<file path="src/rtl/pipe_pkg.sv">
// Shared widths and forwarding-select encodings for the decode-stage operand path.
// Also holds the per-operand forwarding priority function used by the top.
package pipe_pkg;

  localparam int DATA_W = 32;
  localparam int ADDR_W = 5;
  localparam int REG_N  = 2 ** ADDR_W;

  typedef enum logic [1:0] {
    FWD_RF   = 2'd0,
    FWD_EALU = 2'd1,
    FWD_MALU = 2'd2,
    FWD_MMO  = 2'd3
  } fwd_t;

  // EX shadows MEM; a load still in EX is never forwarded (that case is the stall).
  function automatic fwd_t fwd_sel(
    input logic [ADDR_W-1:0] addr,
    input logic              ewreg,
    input logic              em2reg,
    input logic [ADDR_W-1:0] ern,
    input logic              mwreg,
    input logic              mm2reg,
    input logic [ADDR_W-1:0] mrn
  );
    fwd_t sel;
    sel = FWD_RF;
    if (addr != '0) begin
      if (ewreg && !em2reg && ern == addr)
        sel = FWD_EALU;
      else if (mwreg && !mm2reg && mrn == addr)
        sel = FWD_MALU;
      else if (mwreg && mm2reg && mrn == addr)
        sel = FWD_MMO;
    end
    return sel;
  endfunction

endpackage

</file>
<file path="src/rtl/pipe_regfile.sv">
// 2-read / 1-write register file with async clear, hard-wired r0 and a
// combinational write-back bypass so a same-cycle WB write is visible to ID.
module pipe_regfile #(
  parameter int DW = 32,
  parameter int AW = 5
) (
  input  logic          clock,
  input  logic          resetn,
  input  logic [AW-1:0] ra,
  input  logic [AW-1:0] rb,
  input  logic          wen,
  input  logic [AW-1:0] wa,
  input  logic [DW-1:0] wd,
  output logic [DW-1:0] qa,
  output logic [DW-1:0] qb
);

  localparam int N = 2 ** AW;

  logic [DW-1:0] entry [N];
  logic          wr;

  assign wr = wen && (wa != '0);

  // Async clear rules out block RAM, so each entry is its own flop row.
  generate
    for (genvar gi = 0; gi < N; gi++) begin : g_entry
      if (gi == 0) begin : g_zero
        assign entry[gi] = '0;
      end else begin : g_reg
        always_ff @(posedge clock or negedge resetn) begin
          if (!resetn)
            entry[gi] <= '0;
          else if (wr && wa == AW'(gi))
            entry[gi] <= wd;
        end
      end
    end
  endgenerate

  assign qa = (wr && wa == ra) ? wd : entry[ra];
  assign qb = (wr && wa == rb) ? wd : entry[rb];

endmodule

</file>
<file path="src/rtl/pipe_id_regfile_fwd.sv">
// ID-stage operand source: register file, EX/MEM/WB forwarding muxes and
// load-use hazard detection driving wpcir.
module pipe_id_regfile_fwd
  import pipe_pkg::*;
(
  input  logic              clock,
  input  logic              resetn,
  input  logic [ADDR_W-1:0] rs,
  input  logic [ADDR_W-1:0] rt,
  input  logic              i_rs,
  input  logic              i_rt,
  input  logic              ewreg,
  input  logic              em2reg,
  input  logic [ADDR_W-1:0] ern,
  input  logic [DATA_W-1:0] ealu,
  input  logic              mwreg,
  input  logic              mm2reg,
  input  logic [ADDR_W-1:0] mrn,
  input  logic [DATA_W-1:0] malu,
  input  logic [DATA_W-1:0] mmo,
  input  logic              wwreg,
  input  logic [ADDR_W-1:0] wrn,
  input  logic [DATA_W-1:0] wdi,
  output logic [DATA_W-1:0] da,
  output logic [DATA_W-1:0] db,
  output logic [1:0]        fwda,
  output logic [1:0]        fwdb,
  output logic              wpcir
);

  logic [DATA_W-1:0] qa;
  logic [DATA_W-1:0] qb;
  fwd_t              sel_a;
  fwd_t              sel_b;
  logic              load_use;

  pipe_regfile #(
    .DW(DATA_W),
    .AW(ADDR_W)
  ) u_regfile (
    .clock (clock),
    .resetn(resetn),
    .ra    (rs),
    .rb    (rt),
    .wen   (wwreg),
    .wa    (wrn),
    .wd    (wdi),
    .qa    (qa),
    .qb    (qb)
  );

  // Reset forces the outputs quiet even though the bypass/forward inputs may be live.
  assign sel_a = resetn ? fwd_sel(rs, ewreg, em2reg, ern, mwreg, mm2reg, mrn) : FWD_RF;
  assign sel_b = resetn ? fwd_sel(rt, ewreg, em2reg, ern, mwreg, mm2reg, mrn) : FWD_RF;

  always_comb begin
    da = qa;
    case (sel_a)
      FWD_EALU: da = ealu;
      FWD_MALU: da = malu;
      FWD_MMO:  da = mmo;
      default:  da = qa;
    endcase
    if (!resetn)
      da = '0;
  end

  always_comb begin
    db = qb;
    case (sel_b)
      FWD_EALU: db = ealu;
      FWD_MALU: db = malu;
      FWD_MMO:  db = mmo;
      default:  db = qb;
    endcase
    if (!resetn)
      db = '0;
  end

  assign load_use = ewreg && em2reg && (ern != '0) &&
                    ((i_rs && ern == rs) || (i_rt && ern == rt));

  assign fwda  = sel_a;
  assign fwdb  = sel_b;
  assign wpcir = !resetn || !load_use;

endmodule

</file>
<file path="config.mk">
export PLATFORM = sky130hd
export DESIGN_NAME = pipe_id_regfile_fwd
export DESIGN_NICKNAME = d
export VERILOG_FILES = /design/src/rtl/pipe_pkg.sv /design/src/rtl/pipe_regfile.sv /design/src/rtl/pipe_id_regfile_fwd.sv
export SDC_FILE = /design/constraint.sdc
export NUM_CORES = 2
export LEC_CHECK = 0
export BUFFER_PORTS_ARGS = -buffer_cell sky130_fd_sc_hd__buf_2
export CAP_MARGIN = 25
export CORE_MARGIN = 4
export CORE_UTILIZATION = 55
export DETAILED_ROUTE_END_ITERATION = 8
export GPL_ROUTABILITY_DRIVEN = 0
export PLACE_DENSITY = 0.75
export SYNTH_ARGS = -nofsm -noshare
export SYNTH_HDL_FRONTEND = slang
export SYNTH_SLANG_ARGS = --single-unit
</file>
<file path="constraint.sdc">
create_clock -name clock -period 2.97 [get_ports clock]
set_clock_uncertainty 0.1 [all_clocks]
set_input_delay 0.594 -clock clock [delete_from_list [all_inputs] [get_ports clock]]
set_output_delay 0.594 -clock clock [all_outputs]
set_load 0.05 [all_outputs]
</file>
==> flow_metrics.tcl <==
set metrics [dict create \
    nNetsFinal 5158 \
    critPathArrivalTime_ps 2940 \
    vias_per_cell 7.398 \
    cts_inserted_buffers 106 \
    dieArea_um2 108100 \
    crit_slowest_cell "a211oi_4" \
    firstDrtPassIters 6 \
    largest_reg_flops 992 \
    portBuffers 230 \
    synth-seq-cells 992 \
    seq_area_um2 24820 \
    fp.dieW_um 328.8 \
    drc 0 \
    rrSetupSlack_ps 1830 \
    ios 231 \
    powerDensity_nw_per_um2 582.6 \
    hold_class "input pin to async pin" \
    dpl.hpwl_mm 137.4 \
    period_share_pct 122.3 \
    setup_viol 66 \
    yosysWarnings 0 \
    crit_path_start "rs[1]" \
    syn_avg_cell_area_um2 13.04 \
    clock-root-buffer "clkbuf_16" \
    multi_input_area_um2 32940 \
    critPathMaxStageDelay_ps 570 \
    worstPathCellList "buf_16, buf_16, buf_8, xnor2_4, nand3_4, nor4b_4, buf_4, buf_12, mux2i_4, a211oi_4, buf_6" \
    routedWlPerCell_um 36.42 \
    cts.path.max_buffers 3 \
    ys_top_cells_by_area "dfrtp_1, mux2_2, mux4_2" \
    async_flop_share_pct 100.0 \
    finalHoldViolCount 0 \
    cp-end-kind "output port" \
    htreeDepth 3 \
    mostFrequentLayoutCells "mux2_2, dfrtp_1, buf_4, mux2i_1, mux4_2" \
    rr_worst_depth 3 \
    critical_path_class "input pin to output port" \
    synth_top_area_share_pct 43.86 \
    final_max_slew_viol_count 0 \
    fmax_mhz 275.3 \
    drive_above_1_share_pct 58.89 \
    grt_max_degree 169 \
    cp_max_fo 6 \
    drt_wl_total_mm 235.1 \
    min_period_ps 3633 \
    areaGrowthSynthToFinish_pct 31.66 \
    via_count 47759 \
    rsz0062_at_grt "true" \
    reg_top3 "u_regfile.entry x992" \
    fill_cells 5816 \
    cts_sinks 992 \
    cts_tree "built" \
    max-vdd-ir-drop_uv 465.6 \
    synth_edf_count 0 \
    postRouteAntennaNets 0 \
    placed_area_um2 64940 \
    grt_use_total_pct 41.14 \
    antenna_found_initial 11 \
    clk_latency_ps 720 \
    synth_sequential_area_ratio_pct 43.86 \
    grt_pass1_wl_mm 326.4 \
    maxCapViolCount 0 \
    num_rows 117 \
    clkSlewWorstSetupHoldPaths_ps 60 \
    setup-tns-final_ps -31600 \
    tightest_slew_ps 1006 \
    ys_types 65 \
    initialDrtViolationCount 6993 \
    final_area_um2 74520 \
    cp_common_cell "buf_16" \
    setup_slack_ps -662.8 \
    p_leak_nw 32.84 \
    worstSetupStartpointType "input pin" \
    fp.dieH_um 328.8 \
    syn_area_um2 56600 \
    grt_pass1_vias 48105 \
    yosysTopAreaCell "dfrtp_1" \
    synth_nets 4501 \
    slew_headroom_pct 32.93 \
    core_um2 102000 \
    outcome "complete, but fails checks" \
    critPathRequiredTime_ps 2280 \
    syn_inst 4339 \
    synthFlopType "dfrtp_1" \
    initial_core_util_pct 55.47 \
    r2r_end "u_regfile.entry[622]" \
    final_common_cell "mux2_2" \
    max_flop_register "u_regfile.entry" \
    overflow 0 \
    reg2reg_from "u_regfile.entry[622]" \
    violations "negative setup slack" \
    endpoint "da[14]" \
]
what timing repair did:
action	in CTS	in global routing
gates cloned	32	7
setup buffers	152	73
hold buffers	0	0
gates resized for setup	531	228
pin swaps	145	152
endpoints found under the setup margin	67	68
how the worst min path moves through the flow:
stage | startpoint | slack [ps] | endpoint | depth (start not counted)
detailed placement | u_regfile.entry[783] | 400 | u_regfile.entry[783] | 1
floorplan | resetn | 200 | u_regfile.entry[0] | 0
CTS | resetn | 60 | u_regfile.entry[64] | 3
global route | resetn | 80 | u_regfile.entry[64] | 3
finish | resetn | 70 | u_regfile.entry[64] | 3
global placement | u_regfile.entry[783] | 390 | u_regfile.entry[783] | 1
final cells by class:
class | count | share of cell area [%]
multi-input cells | 2851 | 44.20
flip-flops and latches | 992 | 33.31
repair buffers | 1024 | 15.42
clock buffers | 161 | 4.246
well taps | 1368 | 2.297
clock inverters | 30 | 0.3711
inverters | 21 | 0.1159
diodes | 9 | 0.03022
synthesized netlist by cell type (25+ instances only):
library cell / n
buf_4: 38
nor2_1: 98
a22oi_1: 82
a221oi_1: 77
mux2i_1: 371
o211a_1: 30
nor2b_1: 40
nand3_1: 25
a21oi_1: 49
clkbuf_1: 254
a221o_1: 65
o21ai_0: 67
a22o_1: 43
nor4_1: 44
mux4_2: 266
dfrtp_1: 992
buf_2: 115
buf_1: 48
mux2_2: 1092
o22a_1: 30
a211oi_1: 41
nor3_1: 25
nand2_1: 174
o22ai_1: 45
where the power goes:
group / leakage, nW / switching [W] / internal, W / total [W]
combinational: 18.5 / 0.00525 / 0.00634 / 0.0116
clock: 1.70 / 0.00575 / 0.00758 / 0.0133
sequential: 12.7 / 0.00231 / 0.0162 / 0.0185
total: 32.8 / 0.0133 / 0.0301 / 0.0434
metrics by stage:
stage / std cells / hold WS, ps / setup WS, ps / utilization [%] / total power (W)
2_1_floorplan: 4339 / 198.4 / -227.7 / - / 0.02465
3_3_place_gp: 6029 / 391.9 / -759.1 / 63.64 / 0.02761
3_5_place_dp: 6029 / 402.5 / -747.6 / 63.64 / 0.02809
4_1_cts: 6391 / 62.76 / -545.0 / 71.53 / 0.04226
5_1_grt: 6450 / 82.87 / -623.2 / 73.02 / 0.04461
6_report: 6456 / 65.37 / -662.8 / 73.03 / 0.04341
kinds of logic after synthesis:
logic type                share of synthesized area (%)
and+or+nand+nor                                   3.840
AOI/OAI and AO/OA                                 8.560
muxes                                             39.15
xor gates and xnor gates                         0.4643
buffers and inverters                             4.125
DFF                                               43.86
per-layer routing:
| metal | track usage (%) | part of all wire, % | vias to the layer above |
|---|---|---|---|
| li1 | - | - | 17985 |
| met1 | 51.70 | 33 | 24165 |
| met2 | 58.51 | 42 | 4278 |
| met3 | 16.46 | 16 | 1329 |
| met4 | 27.78 | 8.8 | 2 |
| met5 | 0 | 0.0047 | - |
critical path: cells and delay by family:
kind            cells  cell delay [ps]
xor+xnor            1              140
buf+inv             6             1030
simple gates        2              480
mux                 1               80
compound gates      1              570
Note: power is estimated with default switching activity, not from simulation.
